--- config.mk ---
export PLATFORM = sky130hd
export DESIGN_NAME = muldiv_unit_flat
export DESIGN_NICKNAME = d
export VERILOG_FILES = /design/src/rtl/muldiv_unit_if.sv /design/src/rtl/muldiv_unit.sv /design/src/flat_wrapper.sv
export SDC_FILE = /design/constraint.sdc
export NUM_CORES = 1
export LEC_CHECK = 0
export CORE_ASPECT_RATIO = 0.75
export CORE_UTILIZATION = 54
export DETAILED_ROUTE_END_ITERATION = 6
export PLACE_DENSITY = 0.79
export SLEW_MARGIN = 25
export SYNTH_ARGS = -nofsm -noshare
export SYNTH_HDL_FRONTEND = slang
export SYNTH_SLANG_ARGS = --single-unit
--- constraint.sdc ---
create_clock -name clk -period 3.6 [get_ports clk]
set_input_delay 0.72 -clock clk [delete_from_list [all_inputs] [get_ports clk]]
set_output_delay 0.72 -clock clk [all_outputs]
set_load 0.005 [all_outputs]
--- src/rtl/muldiv_unit_if.sv ---
// muldiv_unit_if -- request/result bundle for muldiv_unit.
//
// Signals:
//   start        request strobe (sampled by the unit only while idle)
//   op           00 MULTU, 01 MULT, 10 DIVU, 11 DIV
//   input1       multiplicand / dividend
//   input2       multiplier / divisor
//   busy         operation in progress
//   done         one-cycle completion pulse
//   hi           upper product half / remainder
//   lo           lower product half / quotient
//   div_by_zero  last division had a zero divisor (valid with done)
//
// Modports: master = requester side, slave = muldiv_unit side.
interface muldiv_unit_if #(
   parameter int XLEN = 32
);
   logic            start;
   logic [1:0]      op;
   logic [XLEN-1:0] input1;
   logic [XLEN-1:0] input2;
   logic            busy;
   logic            done;
   logic [XLEN-1:0] hi;
   logic [XLEN-1:0] lo;
   logic            div_by_zero;

   modport master (
      output start, op, input1, input2,
      input  busy, done, hi, lo, div_by_zero
   );

   modport slave (
      input  start, op, input1, input2,
      output busy, done, hi, lo, div_by_zero
   );
endinterface

--- src/rtl/muldiv_unit.sv ---
// muldiv_unit -- iterative XLEN-bit multiply / divide unit.
//
// One shift-add (multiply) or restoring-divide step per clock on operand
// magnitudes, followed by a sign-fixup cycle.  Latency start->done is XLEN+1.
//
// Ports:
//   clk    rising-edge clock
//   rst_n  asynchronous active-low reset
//   flush  (only with MULDIV_FLUSH_EN) abandon the running operation
//   bus    muldiv_unit_if.slave: start/op/input1/input2 in,
//          busy/done/hi/lo/div_by_zero out (all outputs registered)
//
// Build option: define MULDIV_FLUSH_EN to add the flush port.
module muldiv_unit #(
   parameter int XLEN = 32
) (
   input  logic clk,
   input  logic rst_n,
`ifdef MULDIV_FLUSH_EN
   input  logic flush,
`endif
   muldiv_unit_if.slave bus
);

   localparam int CW = (XLEN > 1) ? $clog2(XLEN) : 1;
   localparam int PW = 2 * XLEN;

   typedef enum logic [1:0] {
      S_IDLE = 2'd0,
      S_RUN  = 2'd1,
      S_FIX  = 2'd2
   } state_t;

   // Two's-complement negate when n is set.
   function automatic logic [XLEN-1:0] neg_x(input logic n, input logic [XLEN-1:0] v);
      return n ? (~v + XLEN'(1)) : v;
   endfunction

   // Double-width variant for the product.
   function automatic logic [PW-1:0] neg_p(input logic n, input logic [PW-1:0] v);
      return n ? (~v + PW'(1)) : v;
   endfunction

   state_t          state_q, state_d;
   logic [CW-1:0]   cnt_q, cnt_d;
   logic [1:0]      op_q, op_d;
   logic            qneg_q, qneg_d;     // product / quotient negative
   logic            rneg_q, rneg_d;     // remainder negative
   logic [XLEN-1:0] acc_q, acc_d;       // product high half / partial remainder
   logic [XLEN-1:0] mq_q, mq_d;         // multiplier -> product low / dividend -> quotient
   logic [XLEN-1:0] mcand_q, mcand_d;   // multiplicand or divisor magnitude
   logic            busy_q, busy_d;
   logic            done_q, done_d;
   logic [XLEN-1:0] hi_q, hi_d;
   logic [XLEN-1:0] lo_q, lo_d;
   logic            dz_q, dz_d;

   logic            flush_s;
   logic            s1_s, s2_s;
   logic [XLEN-1:0] mag1_s, mag2_s;
   logic [XLEN:0]   mul_sum_s;
   logic [XLEN:0]   rem_sh_s;
   logic [XLEN:0]   div_diff_s;
   logic [PW-1:0]   prod_s;

`ifdef MULDIV_FLUSH_EN
   assign flush_s = flush;
`else
   assign flush_s = 1'b0;
`endif

   // op[0] selects signed operation; magnitudes are taken only for signed ops.
   assign s1_s   = bus.op[0] & bus.input1[XLEN-1];
   assign s2_s   = bus.op[0] & bus.input2[XLEN-1];
   assign mag1_s = neg_x(s1_s, bus.input1);
   assign mag2_s = neg_x(s2_s, bus.input2);

   // Multiply step: add multiplicand when the multiplier LSB is set; the carry
   // bit is shifted back into acc so nothing is lost.
   assign mul_sum_s  = {1'b0, acc_q} + (mq_q[0] ? {1'b0, mcand_q} : {(XLEN+1){1'b0}});
   // Divide step: partial remainder stays below the divisor, so XLEN+1 bits suffice.
   assign rem_sh_s   = {acc_q, mq_q[XLEN-1]};
   assign div_diff_s = rem_sh_s - {1'b0, mcand_q};
   assign prod_s     = neg_p(qneg_q, {acc_q, mq_q});

   // Next-state, datapath step and output computation.
   always_comb begin
      state_d = state_q;
      cnt_d   = cnt_q;
      op_d    = op_q;
      qneg_d  = qneg_q;
      rneg_d  = rneg_q;
      acc_d   = acc_q;
      mq_d    = mq_q;
      mcand_d = mcand_q;
      done_d  = 1'b0;
      hi_d    = hi_q;
      lo_d    = lo_q;
      dz_d    = dz_q;

      if (flush_s) begin
         // Abandon without a done pulse; result registers keep their values.
         state_d = S_IDLE;
      end else begin
         case (state_q)
            S_IDLE: begin
               if (bus.start) begin
                  state_d = S_RUN;
                  cnt_d   = '0;
                  op_d    = bus.op;
                  qneg_d  = s1_s ^ s2_s;
                  rneg_d  = s1_s;
                  acc_d   = '0;
                  mq_d    = bus.op[1] ? mag1_s : mag2_s;
                  mcand_d = bus.op[1] ? mag2_s : mag1_s;
               end else begin
                  state_d = S_IDLE;
               end
            end
            S_RUN: begin
               cnt_d = cnt_q + CW'(1);
               if (op_q[1]) begin
                  if (!div_diff_s[XLEN]) begin
                     acc_d = div_diff_s[XLEN-1:0];
                     mq_d  = {mq_q[XLEN-2:0], 1'b1};
                  end else begin
                     acc_d = rem_sh_s[XLEN-1:0];
                     mq_d  = {mq_q[XLEN-2:0], 1'b0};
                  end
               end else begin
                  {acc_d, mq_d} = {mul_sum_s, mq_q[XLEN-1:1]};
               end
               if (cnt_q == CW'(XLEN-1)) begin
                  state_d = S_FIX;
               end else begin
                  state_d = S_RUN;
               end
            end
            S_FIX: begin
               state_d = S_IDLE;
               done_d  = 1'b1;
               if (op_q[1]) begin
                  // A zero divisor naturally leaves |input1| as the remainder,
                  // so hi comes out as input1; only the quotient needs forcing.
                  hi_d = neg_x(rneg_q, acc_q);
                  if (mcand_q == '0) begin
                     lo_d = '1;
                     dz_d = 1'b1;
                  end else begin
                     lo_d = neg_x(qneg_q, mq_q);
                     dz_d = 1'b0;
                  end
               end else begin
                  {hi_d, lo_d} = prod_s;
                  dz_d = 1'b0;
               end
            end
            default: begin
               state_d = S_IDLE;
            end
         endcase
      end

      busy_d = (state_d != S_IDLE);
   end

   // State, datapath and registered outputs.
   always_ff @(posedge clk or negedge rst_n) begin
      if (!rst_n) begin
         state_q <= S_IDLE;
         cnt_q   <= '0;
         op_q    <= 2'b00;
         qneg_q  <= 1'b0;
         rneg_q  <= 1'b0;
         acc_q   <= '0;
         mq_q    <= '0;
         mcand_q <= '0;
         busy_q  <= 1'b0;
         done_q  <= 1'b0;
         hi_q    <= '0;
         lo_q    <= '0;
         dz_q    <= 1'b0;
      end else begin
         state_q <= state_d;
         cnt_q   <= cnt_d;
         op_q    <= op_d;
         qneg_q  <= qneg_d;
         rneg_q  <= rneg_d;
         acc_q   <= acc_d;
         mq_q    <= mq_d;
         mcand_q <= mcand_d;
         busy_q  <= busy_d;
         done_q  <= done_d;
         hi_q    <= hi_d;
         lo_q    <= lo_d;
         dz_q    <= dz_d;
      end
   end

   assign bus.busy        = busy_q;
   assign bus.done        = done_q;
   assign bus.hi          = hi_q;
   assign bus.lo          = lo_q;
   assign bus.div_by_zero = dz_q;

endmodule

--- src/flat_wrapper.sv ---
// flat-port wrapper written by rule: the top's interface ports become plain ports
module muldiv_unit_flat 
#(
   parameter int XLEN = 32
)
  (clk, rst_n, bus_start, bus_op, bus_input1, bus_input2, bus_busy, bus_done, bus_hi, bus_lo, bus_div_by_zero);
  muldiv_unit_if #(.XLEN(XLEN)) bus_i ();
  input  logic clk;
  input  logic rst_n;
  input wire logic [$bits(bus_i.start)-1:0] bus_start;
  input wire logic [$bits(bus_i.op)-1:0] bus_op;
  input wire logic [$bits(bus_i.input1)-1:0] bus_input1;
  input wire logic [$bits(bus_i.input2)-1:0] bus_input2;
  output wire logic [$bits(bus_i.busy)-1:0] bus_busy;
  output wire logic [$bits(bus_i.done)-1:0] bus_done;
  output wire logic [$bits(bus_i.hi)-1:0] bus_hi;
  output wire logic [$bits(bus_i.lo)-1:0] bus_lo;
  output wire logic [$bits(bus_i.div_by_zero)-1:0] bus_div_by_zero;
  assign bus_i.start = bus_start;
  assign bus_i.op = bus_op;
  assign bus_i.input1 = bus_input1;
  assign bus_i.input2 = bus_input2;
  assign bus_busy = bus_i.busy;
  assign bus_done = bus_i.done;
  assign bus_hi = bus_i.hi;
  assign bus_lo = bus_i.lo;
  assign bus_div_by_zero = bus_i.div_by_zero;
  muldiv_unit #(.XLEN(XLEN)) u_core (.clk(clk), .rst_n(rst_n), .bus(bus_i));
endmodule
---- Word-level counts from Yosys, hierarchy flattened ----
Index checks and enable logic that the tools add are counted.
cells by class
  mux-type cells .......................... 27
  $add $sub $neg .......................... 8
  $mul .................................... 0
  order comparisons ....................... 0
  bitwise gates (word level) .............. 8
  div/mod/pow operators ................... 0
  equality and inequality tests ........... 4
  shift operators ......................... 0
  reduce and logical (&&, ||, !) cells .... 6
operators by type and width
  operator                                                         count
  32-bit 2-to-1 mux                                                15
  32-bit by 1-bit adder with 32-bit output, second input constant  4
  32-bit NOT                                                       4
  32-bit one-hot mux with 2 select lines                           2
  64-bit by 1-bit adder with 64-bit output, second input constant  1
  64-bit 2-to-1 mux                                                1
  64-bit NOT                                                       1
  32-bit by 33-bit adder with 33-bit output                        1
  33-bit by 32-bit subtractor with 33-bit output                   1
  32-bit zero test                                                 1
  5-bit one-hot mux with 2 select lines                            1
  5-bit by 1-bit adder with 5-bit output, second input constant    1
  5-bit == test, second input constant                             1
  1-bit 2-to-1 mux                                                 5
  5-bit 2-to-1 mux                                                 1
  2-bit one-hot mux with 2 select lines                            1
  2-bit AND reduction                                              2
  2-bit nonzero test                                               2
  1-bit bitwise AND                                                2
  2-bit by 1-bit == test with 1-bit output, second input constant  1
  2-bit == test, second input constant                             1
  2-bit zero test                                                  1
  2-bit 2-to-1 mux                                                 1
  2-bit inequality test, second input constant                     1
  1-bit bitwise XOR                                                1
word-level totals
  input bits .............................. 69
  bits in latches ......................... 0
  bits in read-only memories .............. 0
  register bits ........................... 174
  word-level logic and storage cells ...... 66
  memory bits (writable) .................. 0
  memories kept ........................... 0

---- Depth between registers and ports, before layout ----
Gate-level depths: netlist of the first run.
  depth after elaboration ................. 6
  gate-level depth with buffers ........... 14
  mapped depth without buffers ............ 13

---- Worst setup path after synthesis of the first run ----
No wires, ideal clock.
  path type ............................... reg2reg
  from .................................... register u_core.mq_q[31]
  to ...................................... register u_core.acc_q[24]
  setup time .............................. 0.126 ns
  period minus slack after synthesis ...... 3.342 ns
  arrival ................................. 3.216 ns
  path slack .............................. 0.258 ns
  cell stages (with the launch flop) ...... 14
  path through ............................ dfrtp_1 -> inv_1 -> ha_1 -> fa_1 -> nand2b_1 -> a21oi_1 -> o21a_1 -> o211ai_1 -> a2111oi_1 -> or3_1 -> and2_1 -> buf_2 -> mux2_1 -> a221o_1
between the ends
  cells in the longest elaborated chain, start to end .. 4
ends and longest elaborated chain
  element                                         line                RTL
  start, declared                                 muldiv_unit.sv:50   logic [XLEN-1:0] mq_q, mq_d;
  start signal, assigned                          muldiv_unit.sv:190  mq_q <= mq_d;
  33-bit by 32-bit subtractor with 33-bit output  muldiv_unit.sv:83   assign div_diff_s = rem_sh_s - {1'b0, mcand_q};
  32-bit 2-to-1 mux                               muldiv_unit.sv:123  if (!div_diff_s[XLEN]) begin
  32-bit 2-to-1 mux                               muldiv_unit.sv:122  if (op_q[1]) begin
  32-bit one-hot mux with 2 select lines          muldiv_unit.sv:105  case (state_q)
  end signal, assigned                            muldiv_unit.sv:175  acc_q <= '0;
  end signal, assigned                            muldiv_unit.sv:189  acc_q <= acc_d;
  end, declared                                   muldiv_unit.sv:49   logic [XLEN-1:0] acc_q, acc_d;
Every way passes these cells.
A chain may end at the register's enable or synchronous reset.

---- Worst setup path after layout of the first run ----
  from .................................... register u_core.mcand_q[6]
  to ...................................... register u_core.acc_q[31]
between the ends
  cells in the longest elaborated chain, start to end .. 4
ends and longest elaborated chain
  element                                                                              line                                   RTL
  start, declared                                                                      muldiv_unit.sv:51                      logic [XLEN-1:0] mcand_q, mcand_d;
  start signal, assigned                                                               muldiv_unit.sv:191                     mcand_q <= mcand_d;
  32-bit 2-to-1 mux or 33-bit by 32-bit subtractor with 33-bit output (tied branches)  muldiv_unit.sv:80, muldiv_unit.sv:83
  32-bit by 33-bit adder with 33-bit output or 32-bit 2-to-1 mux (tied branches)       muldiv_unit.sv:80, muldiv_unit.sv:123
  32-bit 2-to-1 mux (*)                                                                muldiv_unit.sv:122
  32-bit one-hot mux with 2 select lines (*)                                           muldiv_unit.sv:105
Every way passes the cells marked *; elsewhere a longest branch is shown, timed or not.

==> impl_metrics.yaml, run 1 <==
power_and_ir_drop:
  p_clk_share_pct: 10.4
  switching_share_pct: 50.80
  p_leak_nw: 7.423
  p_int_w: 0.008837
  power_density_nw_per_um2: 1025
  combPwrFrac_pct: 69.8
  p_seq_share_pct: 19.8
  switchingPower_w: 0.009122
  ir_worst_vdd_mv: 0.5957
global_routing:
  grt-ovfl-total: 0
  grt_pass1_wl_um: 76800
  grt_max_degree: 85
  antenna_found_initial: 1
  track_usage_pct: 36.22
  grt_pass1_vias: 13780
detailed_routing:
  dr.pass1.iters: 6
  routedWlPerCell_um: 20.91
  wirelength_um: 49670
  drtAntennaViolNets: 0
  via_count: 15130
  avgViaCountPerCell: 6.367
  drt-initial-drc-count: 1675
  drc: 0
synth:
  muxShareOfSynthArea_pct: 4.512
  synth_top_family_by_area: "compound AO/OA/AOI/OAI gates"
  yosysSeqAreaShare_pct: 29.79
  synth_cell_types: 76
  yosysTopAreaCell: "dfrtp_1"
  yosys_warnings: 0
  synthXorXnorAreaFrac_pct: 10.13
  yosys-top-cells-area: "dfrtp_1 (30%), a21oi_1 (6.3%), ha_1 (6.0%)"
  synthSimpleGateAreaFrac_pct: 18.87
  netlist_instances: 1845
  synth_edf_count: 0
  ys_seq_elements: 173
  synth_fa_ha_area_share_pct: 6.303
  async_reset_ff_share_pct: 100.0
  post_synth.cell_area_avg_um2: 7.876
  synth_fp_nets: 1986
  synth_compound_area_share_pct: 25.56
  synthFlopType: "dfrtp_1"
  synth.top_cell.area_share_pct: 29.79
  syn_area_um2: 14530
finish:
  drive_gt1_share_pct: 9.498
  layout_commonest_cell: "nand2_1"
  areaGrowthSynthToFinish_pct: 20.63
  multi_input_area_um2: 9557
  nNetsFinal: 2160
  layout_common_cells: "nand2_1 (183), a21oi_1 (180), dfrtp_1 (172)"
  seq_area_um2: 4330
  antenna_cells: 0
  fillCellCount: 2204
floorplanning:
  die_h_um: 144.1
  die_area_um2: 27580
  io-pin-count: 136
  core-area_um2: 26160
  dieWidth_um: 191.4
  rows: 51
  start_util_pct: 55.54
clock_tree:
  clockRootBuffer: "clkbuf_16"
  holdBufCountCts: 0
  clkSinkCount: 173
  cts-buffers-inserted: 17
  clock_latency_ns: 0.44
  htree_levels: 4
  cts.clk_slew.worst_paths_ns: 0.07
  cts_tree: "built"
  clk_path_buf_depth: 2
worst_setup_path:
  cp-end-kind: "register"
  startpoint: "u_core.mcand_q[6]"
  crit_required_ns: 3.95
  worst_ep_arrival_time_ns: 3.82
  r2r_slack_ns: 0.13
  worst_r2r_path_depth: 11
  cp_max_fo: 4
  cp-endpoint: "u_core.acc_q[31]"
  startpoint_type: "register"
  reg2reg_from: "u_core.mcand_q[6]"
  worstSetupPathType: "reg2reg"
  worstReg2RegEnd: "u_core.acc_q[31]"
min_path:
  hold_path.class: "in2async"
run_status:
  status: "completed"
placement:
  dp_hpwl_um: 38120
  placement.io_buffers: 135
  place_congestion: 1.022
sta:
  worst_hold_slack_ns: 0.07984
  hold_viol: 0
  layout_min_cycle_time_ns: 3.471
  fin_crit_sh_pct: 96.42
  rsz0062_at_grt: "yes"
  tightest_slew_ns: 1.034
  setup_tns_ns: 0
  finalMaxSlewViolations: 0
  fmaxAchievable_mhz: 288.1
  finClkSkew_ns: 0.01022
  setup_viol: 0
  maxSlewHeadroom_pct: 30.44
job:
  maxCapViolations: 0
kinds of logic after synthesis:
group                    after synthesis
AO/OA/AOI/OAI                        603
XOR/XNOR                             168
adder cells (fa/ha/maj)               72
buffers and inverters                181
flip-flops                           173
multiplexers                          65
AND/OR/NAND/NOR                      583
power by group through the flow:
stage	registers (W)	logic, W	clock network [W]
6_report	0.00355	0.0125	0.00187
5_1_grt	0.00360	0.0135	0.00195
4_1_cts	0.00349	0.0120	0.00188
3_5_place_dp	0.00352	0.0119	0
3_3_place_gp	0.00349	0.0116	0
2_1_floorplan	0.00329	0.00817	0
critical path: stages, from the launching register on:
cell,delay (ns)
dfrtp_1,0.38
inv_1,0.21
ha_1,0.32
a21oi_1,0.24
o21ai_0,0.13
a221o_1,0.38
or4_1,0.54
a21oi_1,0.30
o41ai_1,0.18
xnor2_1,0.34
mux2i_1,0.13
a21boi_0,0.23
cell usage after synthesis, drive strengths merged (19+ instances only):
| cell type | instances |
|---|---|
| o211ai | 26 |
| a211oi | 46 |
| xnor2 | 94 |
| nand2 | 184 |
| o21ai | 174 |
| a21o | 22 |
| buf | 19 |
| nand4 | 20 |
| dfrtp | 173 |
| o31ai | 26 |
| nand3 | 39 |
| inv | 73 |
| a21oi | 182 |
| mux2i | 61 |
| a22oi | 26 |
| ha | 70 |
| nor3 | 36 |
| nor4 | 24 |
| nor2 | 172 |
| clkbuf | 88 |
| xor2 | 74 |
state kept, by name (all words and copies together) (netlist names), 2 cells and up:
register,flops
u_core.mq_q,32
u_core.bus.lo,32
u_core.state_q,2
u_core.bus.hi,32
u_core.acc_q,32
u_core.mcand_q,32
u_core.cnt_q,5
worst min path at each step:
stage                              endpoint  depth (start not counted)
after CTS                 u_core.bus.lo[12]                          1
after detailed placement  u_core.bus.hi[25]                          2
after global placement    u_core.bus.hi[27]                          2
final                     u_core.bus.lo[12]                          1
after global routing      u_core.bus.lo[12]                          1
after floorplan             u_core.acc_q[0]                          0
stage by stage:
step                area, um^2  power [W]  utilization, %  setup WS (ns)  cells
finish                   17530    0.01796           67.00         0.1287   2376
detailed placement       16890    0.01540           64.55        0.01222   2343
CTS                      17470    0.01734           66.78         0.1051   2375
global route             17530    0.01907           67.00      0.0005040   2376
floorplan                14530    0.01146               -         0.2583   1845
global placement         16890    0.01510           64.55        0.09239   2343
timing repair:
action	4_1_cts	5_1_grt
setup endpoints to repair	2	23
gates cloned	0	1
resized for setup	1	9
endpoints found under the hold margin	0	0
buffers inserted	0	0
layer usage:
| layer | part of all wire, % | global-route usage, % |
|---|---|---|
| met4 | 2.8 | 11.90 |
| met3 | 13 | 10.77 |
| met2 | 40 | 50.04 |
| met5 | 0 | 0 |
| met1 | 44 | 53.20 |
layout make-up:
| cell class | count | area share (%) |
|---|---|---|
| Sequential cell | 173 | 24.70 |
| Timing Repair Buffer | 262 | 13.44 |
| Clock inverter | 12 | 0.7495 |
| Multi-Input combinational cell | 1491 | 54.52 |
| Clock buffer | 20 | 2.548 |
| Tap cell | 344 | 2.455 |
| Inverter | 74 | 1.585 |
(Power assumes the default switching activity.)
==> run 2: changes to the inputs <==
SLEW_MARGIN = 40   (was 25)
==> impl_metrics.yaml, run 2 (same netlist as run 1, synthesis figures left out) <==
run_status:
  status: "completed"
worst_setup_path:
  worst_ep_arrival_time_ns: 3.79
  startpoint_type: "register"
  cp_max_fo: 8
  worstSetupPathType: "reg2reg"
  crit_required_ns: 3.93
  cp-end-kind: "register"
detailed_routing:
  dr.pass1.iters: 7
  routedWlPerCell_um: 21.00
  drc: 0
  wirelength_um: 49870
  avgViaCountPerCell: 6.347
  wl_met3_um: 6603
  drtAntennaViolNets: 0
  via_count: 15070
  routed-wl-met2_um: 20190
  drt-initial-drc-count: 1850
  drt-met1-wl_um: 21850
  top_layer: "met5"
finish:
  areaGrowthSynthToFinish_pct: 20.76
  fin_area_um2: 17550
  antenna_cells: 0
  layout_commonest_cell: "nand2_1"
  layout_common_cells: "nand2_1 (183), a21oi_1 (181), dfrtp_1 (172)"
  nNetsFinal: 2160
  instances_no_fill: 2375
  fillCellCount: 2189
  drive_gt1_share_pct: 9.453
clock_tree:
  clkSinkCount: 173
  cts_tree: "built"
  holdBufCountCts: 0
  clock_latency_ns: 0.46
  cts.clk_slew.worst_paths_ns: 0.07
  htree_levels: 4
  cts-buffers-inserted: 17
  clk_path_buf_depth: 2
  clockRootBuffer: "clkbuf_16"
power_and_ir_drop:
  p_leak_nw: 7.426
  ir_worst_vdd_mv: 0.5991
  power_density_nw_per_um2: 1027
  p_total_w: 0.01801
sta:
  fmaxAchievable_mhz: 289.3
  maxSlewHeadroom_pct: 43.33
  setup_viol: 0
  finalMaxSlewViolations: 0
  fin_crit_sh_pct: 96.01
  hold_viol: 0
  layout_min_cycle_time_ns: 3.456
  tightest_slew_ns: 0.8470
  finClkSkew_ns: 0.02244
placement:
  dp_hpwl_um: 38010
  placement.io_buffers: 135
  place_congestion: 1.022
  place_area_um2: 16890
  dp.cells: 2343
floorplanning:
  core-area_um2: 26160
  start_util_pct: 55.54
  rows: 51
  die_area_um2: 27580
  dieWidth_um: 191.4
  io-pin-count: 136
  die_h_um: 144.1
global_routing:
  grt_pass1_wl_um: 77000
  antenna_found_initial: 1
  grt_max_degree: 85
  grt-ovfl-total: 0
  track_usage_pct: 36.39
  grt_pass1_vias: 13740
job:
  maxCapViolations: 0
min_path:
  hold_path.class: "in2async"
[run 2: cell count changes in the layout (fill, tap and decap cells not counted), sizes merged]
cell    previous run  this run
clkbuf            21        20
clkinv             5         4
bufinv             1         2
[run 2: what timing repair did]
| action | CTS | global route |
|---|---|---|
| cloned | 0 | 1 |
| endpoints found under the setup margin | 1 | 14 |
| resized for setup | 1 | 8 |
| setup buffers | 0 | 0 |
[run 2: final timing paths]
path	startpoint	end	slack, ns	depth (start not counted)
setup / recovery	u_core.mcand_q[19]	u_core.acc_q[24]	0.14	10
hold / removal	rst_n	u_core.bus.lo[12]	0.07	1
setup reg to reg	u_core.mcand_q[19]	u_core.acc_q[24]	0.14	10
hold reg to reg	u_core.bus.hi[31]	u_core.bus.hi[31]	0.48	2
max in group asynchronous	rst_n	u_core.op_q[1]	2.72	2
min in group clk	u_core.bus.hi[31]	u_core.bus.hi[31]	0.48	2
[run 2: where the power goes]
part	internal, W	switching, W	leakage [nW]	total, W
clock network	0.00104	0.000889	0.283	0.00193
registers	0.00265	0.000892	2.13	0.00355
logic	0.00519	0.00735	5.02	0.0125
[run 2: layout make-up]
cell class | count | area, um^2 | area share, %
tap | 344 | 430.4 | 2.453
timing repair buffer | 262 | 2356 | 13.43
inverter | 74 | 277.8 | 1.583
sequential | 173 | 4330 | 24.68
clock inverter | 12 | 156.4 | 0.8913
clock buffer | 19 | 432.9 | 2.467
multi-input combinational | 1491 | 9564 | 54.50
[run 2: per-layer routing]
metal  vias up  global-route usage, %
met1      7077                  53.23
met5         -                      0
met3        92                  11.33
met2       878                  50.99
met4         2                  10.15
li1       7024                      -
[run 2: through the flow]
| step | hold WS (ns) | setup slack [ns] | util (%) | TNS (ns) |
|---|---|---|---|---|
| global placement | 0.4610 | 0.09239 | 64.55 | 0 |
| global route | 0.06741 | -0.008085 | 67.07 | -0.008085 |
| floorplan | 0.4244 | 0.2583 | - | 0 |
| detailed placement | 0.4704 | 0.01335 | 64.57 | 0 |
| finish | 0.07347 | 0.1435 | 67.07 | 0 |
| CTS | 0.06660 | 0.1271 | 66.84 | 0 |
[run 2: critical path: stages (launching register included)]
cell and delay (ns):
dfrtp_1 0.44, inv_1 0.10, ha_1 0.41, a21oi_1 0.25, o21ai_0 0.17, a221oi_2 0.53
a2111oi_4 0.17, or3_1 0.39, and2_2 0.25, mux2_1 0.32, a221o_1 0.32
